### src/rtl/tlc.sv
`default_nettype none
// ---------------------------------------------------------------------------
// tlc : highway / country-road traffic light controller (Moore FSM + timer)
// Revision 1.0 - initial release
// ---------------------------------------------------------------------------
module tlc #(
  parameter int Y2RDELAY = 3,
  parameter int R2GDELAY = 2,
  parameter int CNT_W    = 8
) (
  input  logic       clock,
  input  logic       clear,
  input  logic       X,
  output logic [1:0] hwy,
  output logic [1:0] cntry
);

  localparam logic [2:0] S0 = 3'd0;
  localparam logic [2:0] S1 = 3'd1;
  localparam logic [2:0] S2 = 3'd2;
  localparam logic [2:0] S3 = 3'd3;
  localparam logic [2:0] S4 = 3'd4;

  localparam logic [1:0] RED    = 2'b00;
  localparam logic [1:0] YELLOW = 2'b01;
  localparam logic [1:0] GREEN  = 2'b10;

  // A zero delay would make a timed state unreachable-to-exit; clamp to 1.
  localparam int Y2R_EFF = (Y2RDELAY < 1) ? 1 : Y2RDELAY;
  localparam int R2G_EFF = (R2GDELAY < 1) ? 1 : R2GDELAY;
  localparam logic [CNT_W-1:0] Y2R_LAST = CNT_W'(Y2R_EFF - 1);
  localparam logic [CNT_W-1:0] R2G_LAST = CNT_W'(R2G_EFF - 1);

  logic [2:0]       state;
  logic [2:0]       next_state;
  logic [CNT_W-1:0] delay_counter;
  logic             timed_state;

  always_comb begin
    next_state = S0;
    case (state)
      S0:      next_state = X ? S1 : S0;
      S1:      next_state = (delay_counter == Y2R_LAST) ? S2 : S1;
      S2:      next_state = (delay_counter == R2G_LAST) ? S3 : S2;
      S3:      next_state = X ? S3 : S4;
      S4:      next_state = (delay_counter == Y2R_LAST) ? S0 : S4;
      default: next_state = S0;
    endcase
  end

  assign timed_state = (state == S1) || (state == S2) || (state == S4);

  always_ff @(posedge clock or negedge clear) begin
    if (!clear) begin
      state         <= S0;
      delay_counter <= '0;
    end else begin
      state <= next_state;
      // Restart the timer on every state change so each timed state dwells exactly its delay.
      if (next_state != state)
        delay_counter <= '0;
      else if (timed_state)
        delay_counter <= delay_counter + 1'b1;
      else
        delay_counter <= '0;
    end
  end

  always_comb begin
    hwy   = GREEN;
    cntry = RED;
    case (state)
      S1: begin hwy = YELLOW; cntry = RED;    end
      S2: begin hwy = RED;    cntry = RED;    end
      S3: begin hwy = RED;    cntry = GREEN;  end
      S4: begin hwy = RED;    cntry = YELLOW; end
      default: begin hwy = GREEN; cntry = RED; end
    endcase
  end

endmodule
`default_nettype wire

### config.mk
export PLATFORM = sky130hd
export DESIGN_NAME = tlc
export DESIGN_NICKNAME = d
export VERILOG_FILES = /design/src/rtl/tlc.sv
export SDC_FILE = /design/constraint.sdc
export NUM_CORES = 1
export LEC_CHECK = 0
export ABC_AREA = 1
export CAP_MARGIN = 25
export CORE_AREA = 2 2 42 44
export CTS_CLUSTER_DIAMETER = 40
export DETAILED_ROUTE_END_ITERATION = 10
export DIE_AREA = 0 0 44 46
export GPL_TIMING_DRIVEN = 0
export HOLD_SLACK_MARGIN = 0.15
export PLACE_DENSITY = 0.64
export SLEW_MARGIN = 20
export SYNTH_ARGS = -nofsm -noshare
export SYNTH_HDL_FRONTEND = slang
export SYNTH_SLANG_ARGS = --single-unit
### constraint.sdc
create_clock -name clock -period 2.62 [get_ports clock]
set_input_delay 0.524 -clock clock [delete_from_list [all_inputs] [get_ports clock]]
set_output_delay 0.524 -clock clock [all_outputs]
set_load 0.01 [all_outputs]
==> results of run 1 <==
synth_stat cells:
cell type,number,area share (%)
a21oi_1,5,3.7
dfrtp_1,11,40
ha_1,3,5.5
inv_1,14,7.7
inv_2,3,1.7
nand2_1,18,9.9
nand2_2,1,0.92
nand3_1,5,3.7
nand3_2,1,1.5
nand4_1,2,1.8
nor2_1,20,11
nor2_2,1,0.92
nor3_1,3,2.2
nor3_4,1,2.4
nor3b_1,1,1.1
o21ai_0,1,0.73
o21ai_1,1,0.73
o21ai_2,1,1.3
o21bai_1,1,1.1
o22ai_1,1,0.92
or2_0,1,0.92
kinds of logic after synthesis:
family / count (synthesis)
AND/OR/NAND/NOR: 54
buffers and inverters: 17
flip-flops: 11
AO/OA/AOI/OAI: 10
adder cells (fa/ha/maj): 3
critical path, stage by stage, from the launching register on:
cell             delay [ns]
dfrtp_1                0.45
inv_1                  0.11
nand3_1                0.15
inv_2                  0.06
nor3_1                 0.16
clkdlybuf4s50_1        0.56
sequential cells by signal, indices dropped and copies added, names as in the netlist:
signal and cells:
state 3, delay_counter 8
routing by layer:
layer	global-route usage (%)	routed length (µm)	share of wire (%)	vias up
li1	-	-	-	320
met1	18.4	610	47	268
met2	23.8	611	48	13
met3	2.38	47	3.7	4
met4	10.9	17	1.3	0
met5	0	0	0	-
path summary, 6_finish.rpt:
path | startpoint | to | slack (ns) | depth (start not counted)
max in group asynchronous | clear | delay_counter[5]$_DFF_PN0_ | 1.69 | 1
min | delay_counter[6]$_DFF_PN0_ | delay_counter[6]$_DFF_PN0_ | 0.53 | 1
max reg2reg | delay_counter[0]$_DFF_PN0_ | delay_counter[0]$_DFF_PN0_ | 1.14 | 9
min in group asynchronous | clear | delay_counter[0]$_DFF_PN0_ | 0.59 | 1
max | state[1]$_DFF_PN0_ | hwy[1] | 0.34 | 5
min reg2reg | delay_counter[6]$_DFF_PN0_ | delay_counter[6]$_DFF_PN0_ | 0.53 | 1
report_power, final:
part,switching [mW],internal (mW),total [mW]
Sequential,0.0413,0.202,0.243
Combinational,0.261,0.181,0.442
Clock,0.0553,0.0589,0.114
Total,0.358,0.442,0.800
cell type report:
| cell class | count | area share, % |
|---|---|---|
| Multi-Input combinational cell | 67 | 43.4 |
| Tap cell | 17 | 2.69 |
| Timing Repair Buffer | 6 | 7.61 |
| Clock buffer | 4 | 3.33 |
| Sequential cell | 11 | 34.9 |
| Inverter | 17 | 8.08 |
through the flow:
step / power, mW / instance area (µm²) / worst slack, ns / utilization [%]
5_1_grt: 0.881 / 790 / 0.215 / 48.9
6_report: 0.800 / 790 / 0.339 / 48.9
2_1_floorplan: 0.549 / 682 / 1.09 / -
4_1_cts: 0.816 / 790 / 0.311 / 48.9
3_3_place_gp: 0.691 / 763 / 0.638 / 47.3
3_5_place_dp: 0.696 / 763 / 0.611 / 47.3
==> metrics.txt, run 1 <==
run status completed; half-perimeter wire length after detailed placement 1020 µm; Vias 605; part of the Yosys area used for sequential elements 40.4%; NumNets Final 112; pin slew with the least headroom to its limit 0.502 ns; PortBufs 6; Post-CTS Hold Fix Bufs 0; Fin Setup TNS 0 ns; Distinct cells, synth 21; area of the multi-input gates 343 µm²; row cnt 15; Wirelength per Cell 10.5 µm; routability-driven placement congestion ratio 0.813; Leakage 0.395 nW; most common cell after layout, fill and taps aside nor2_1; H-tree lvl count 1; first-pass GRT wire length 2150 µm; Layout area overhead 15.8%; clk_skew 0.00166 ns; total CTS buffers 3; min Tclk post-route 2.28 ns; CP required 2.10 ns; Crit Path Category reg -> out; Mapped Area 682 µm²; worst hold slack 0.528 ns; post-synthesis simple-gate area fraction 36.3%; Worst-Skew Late Latency 0.26 ns; Yosys Warn Count 0; DRT Wirelength 1290 µm; total gr overflow 0; FF+latch count, synth 11; DRT antenna net count 0; Post-CTS Resized 0; Clock Path Buffers 2; FF/Latch Area 275 µm²; period utilisation layout 87.1%; Mean Syn Cell Area 7.18 µm²; crit start category flop; die height 46 µm; number of remaining DRC errors 0; Initial Util 42.2%; Placed Cells 118; largest net degree at the start of global routing 12; post-route non-filler standard cell count 122; mux share of post-synthesis cell area 0%; Setup violations, final 0; Power Density 1010 nW/µm²; vias in the first global route 542; worst hold-check path type reg -> reg; most frequent cells in the layout 20 x nor2_1, 18 x nand2_1, 14 x inv_1; Ports 7; Worst-path clk slew 0.07 ns; Detailed Routing Iterations Pass 1 4; ANT cells 0; Synth Area in Adders 5.50%; CP Capture Type output port; post-synthesis compound-gate area fraction 8.44%; drt initial violations 13; Root Buffer clkbuf_4; arrival time at the worst endpoint 1.76 ns; die width 44 µm; die footprint 2020 µm²; Sink Count 11; Post-Synth XOR/XNOR Area 0%; setup bufs post-CTS 0; largest family of logic cells by synthesized area simple AND/OR/NAND/NOR gates; Max IR drop VDD 0.000371 V; Via density 4.96; CTS tree done; final hold vios 0; worst-path fanout max 5; initial antenna violation count 0; slew margin rel. 66.4%; Post-Syn Instances 95; max-capacitance violation count 0; GRT Overall Usage 15.0%; syn_nets 101; unrepaired setup endpoints after global routing false; Core Area 1610 µm²; share of cells above drive strength 1 10.5%; Final Max Tran Viols 0; fmax 0.438 GHz; number of fillers in the final layout 165
Power figures use the tool's default switching activity.
==> inputs of run 2 (changes only) <==
REMOVE_ABC_BUFFERS = 1   (was not set)
==> results of run 2 <==
Same layout as run 1: the final DEF is identical, and so are final timing and power.
==> inputs of run 3 (changes only) <==
ABC_AREA = not set   (was 1)
CORE_AREA = 2 2 43 45   (was 2 2 42 44)
DIE_AREA = 0 0 45 47   (was 0 0 44 46)
PLACE_DENSITY = 0.62   (was 0.64)
==> metrics.txt, run 3 <==
CP Capture Type output port; total gr overflow 0; drt initial violations 13; worst-path fanout max 8; final hold vios 0; GRT Overall Usage 14.6%; most common cell after layout, fill and taps aside dfrtp_1; crit start category flop; period utilisation layout 85.2%; Ports 7; Max IR drop VDD 0.000427 V; die footprint 2120 µm²; Crit Path Category reg -> out; Distinct cells, synth 28; part of the Yosys area used for sequential elements 40.1%; min Tclk post-route 2.23 ns; die width 45 µm; Wirelength per Cell 13.0 µm; largest net degree at the start of global routing 13; fmax 0.448 GHz; worst setup path end cntry[1]; Layout area overhead 11.3%; DRT antenna net count 0; Fin Setup TNS 0 ns; DRT Wirelength 1270 µm; RR Endpoint delay_counter[0]$_DFF_PN0_; ANT cells 0; Sink Count 11; initial antenna violation count 0; Post-synth EDFFs 0; wire length on met3 41 µm; run status completed; FF+latch count, synth 11; metal2 WL 549 µm; worst r2r src delay_counter[6]$_DFF_PN0_; post-synth top area share 40.1%; vias in the first global route 506; WL met1 669 µm; routability-driven placement congestion ratio 0.720; Switching Share 40.1%; Clock Path Buffers 2; H-tree lvl count 1; die height 47 µm; worst hold-check path type reg -> reg; setup bufs post-CTS 0; slew margin rel. 53.9%; largest area contributor in the synthesized netlist dfrtp_1; row cnt 15; Root Buffer clkbuf_4; pin slew with the least headroom to its limit 0.686 ns; Setup violations, final 0; CP required 2.10 ns; Initial Util 41.5%; Detailed Routing Iterations Pass 1 4; Post-CTS Resized 0; Vias 538; Core Area 1650 µm²; total CTS buffers 3; FFs w/ async S/R, synth 100%; logic depth of the worst path, buffers included 4; Yosys Warn Count 0; most frequent cell after synthesis dfrtp_1; Comb pwr share 45.3%; worst path bufs/invs 2; Switching Power 0.292 mW; first-pass GRT wire length 2170 µm; highest routed layer met4; Mean Syn Cell Area 9.02 µm²; Tot Pwr 0.730 mW; share of cells above drive strength 1 8.64%; Post-synth top flop dfrtp_1; Commonest cells post-synth 11 x dfrtp_1, 8 x a21oi_1, 7 x o21ai_0, 6 x inv_1, 5 x nand3_1; max-capacitance violation count 0; Post-Syn Instances 76; Synth area leaders dfrtp_1 40%, a21oi_1 5.8%, ha_1 5.5%; Reg2Reg Depth 3; arrival time at the worst endpoint 1.71 ns; Pint 0.437 mW; CP max stage delay 0.53 ns; clk_skew 0.00722 ns; Final Max Tran Viols 0; Top Registers delay_counter: 8 flops, state: 3 flops; CP max stage cell clkdlybuf4s50_1; most frequent cells in the layout 11 x dfrtp_1, 8 x a21oi_1, 7 x o21ai_0; half-perimeter wire length after detailed placement 925 µm; Setup crit start state[0]$_DFF_PN0_; Top reg by flops delay_counter; NumNets Final 88; Worst-Skew Late Latency 0.27 ns; clock share of power 15.3%; worst-path cell chain nor2b_1 -> nand2_1 -> inv_1 -> clkdlybuf4s50_1; Via density 5.49; Post-Route Utilization 46.2%; Worst-path clk slew 0.07 ns; Power Density 956 nW/µm²; Leakage 0.331 nW; number of remaining DRC errors 0; PortBufs 6; Reg power frac 39.4%; Mapped Area 686 µm²; unrepaired setup endpoints after global routing false; Post-CTS Hold Fix Bufs 0; max FFs per register 8; reg-to-reg slack, setup 1.10 ns; CP top delay family buffers and inverters; CTS tree done
## run 3: cell count changes after synthesis, moves of 2 or more
cell	before	now
nor2_1	20	4
nand2_1	18	3
inv_1	14	6
o21ai_0	1	7
xor2_1	0	4
a21oi_1	5	8
buf_2	0	3
inv_2	3	0
or3_1	0	3
nor2b_1	0	2
nor3_1	3	1
xnor2_1	0	2
## run 3: per-stage QoR
stage / hold slack (ns) / std cells / worst slack, ns / area [µm²]
floorplan: 0.228 / 71 / 1.20 / 656
global placement: 0.561 / 94 / 0.677 / 737
detailed placement: 0.563 / 94 / 0.676 / 737
CTS: 0.573 / 98 / 0.371 / 763
global route: 0.606 / 98 / 0.279 / 763
finish: 0.566 / 98 / 0.388 / 763
## run 3: how the worst min path moves through the flow
stage / slack, ns / start / to / cells past startpoint
2_1_floorplan: 0.23 / clear / delay_counter[0]$_DFF_PN0_ / 0
3_3_place_gp: 0.56 / delay_counter[0]$_DFF_PN0_ / delay_counter[0]$_DFF_PN0_ / 1
3_5_place_dp: 0.56 / delay_counter[0]$_DFF_PN0_ / delay_counter[0]$_DFF_PN0_ / 1
4_1_cts: 0.57 / delay_counter[0]$_DFF_PN0_ / delay_counter[0]$_DFF_PN0_ / 1
5_1_grt: 0.61 / delay_counter[0]$_DFF_PN0_ / delay_counter[0]$_DFF_PN0_ / 1
6_report: 0.57 / delay_counter[0]$_DFF_PN0_ / delay_counter[0]$_DFF_PN0_ / 1
## run 3: worst reg2reg max path, stage by stage, from the launching register on
cell	delay, ns
dfrtp_1	0.42
nor4_1	0.64
a211o_1	0.27
a21oi_1	0.07
## run 3: cell families (layout without fill, tap and decap cells)
family | count (synthesis) | after routing | synth area share, %
flops | 11 | 11 | 40.1
buf+inv | 11 | 16 | 7.66
simple gates | 25 | 25 | 20.8
fa+ha+maj | 3 | 3 | 5.48
compound gates | 20 | 20 | 18.2
xor+xnor | 6 | 6 | 7.66
## run 3: cell type report
class / instances / area (µm²)
inverters: 6 / 22.5
fillers: 181 / 888
multi-input cells: 54 / 358
repair buffers: 6 / 60.1
clock buffers: 4 / 26.3
well taps: 17 / 21.3
flip-flops and latches: 11 / 275
## run 3: layer usage
layer  track usage [%]  vias to the layer above
li1                  -                      274
met1              18.9                      258
met2              21.1                        4
met3              6.92                        2
met4              5.29                        0
met5                 0                        -
## run 3: power groups by stage
stage	logic, mW	clock network [mW]	registers (mW)
6_report	0.331	0.112	0.287
5_1_grt	0.368	0.126	0.294
4_1_cts	0.335	0.119	0.284
3_5_place_dp	0.334	0	0.288
3_3_place_gp	0.328	0	0.288
2_1_floorplan	0.233	0	0.268
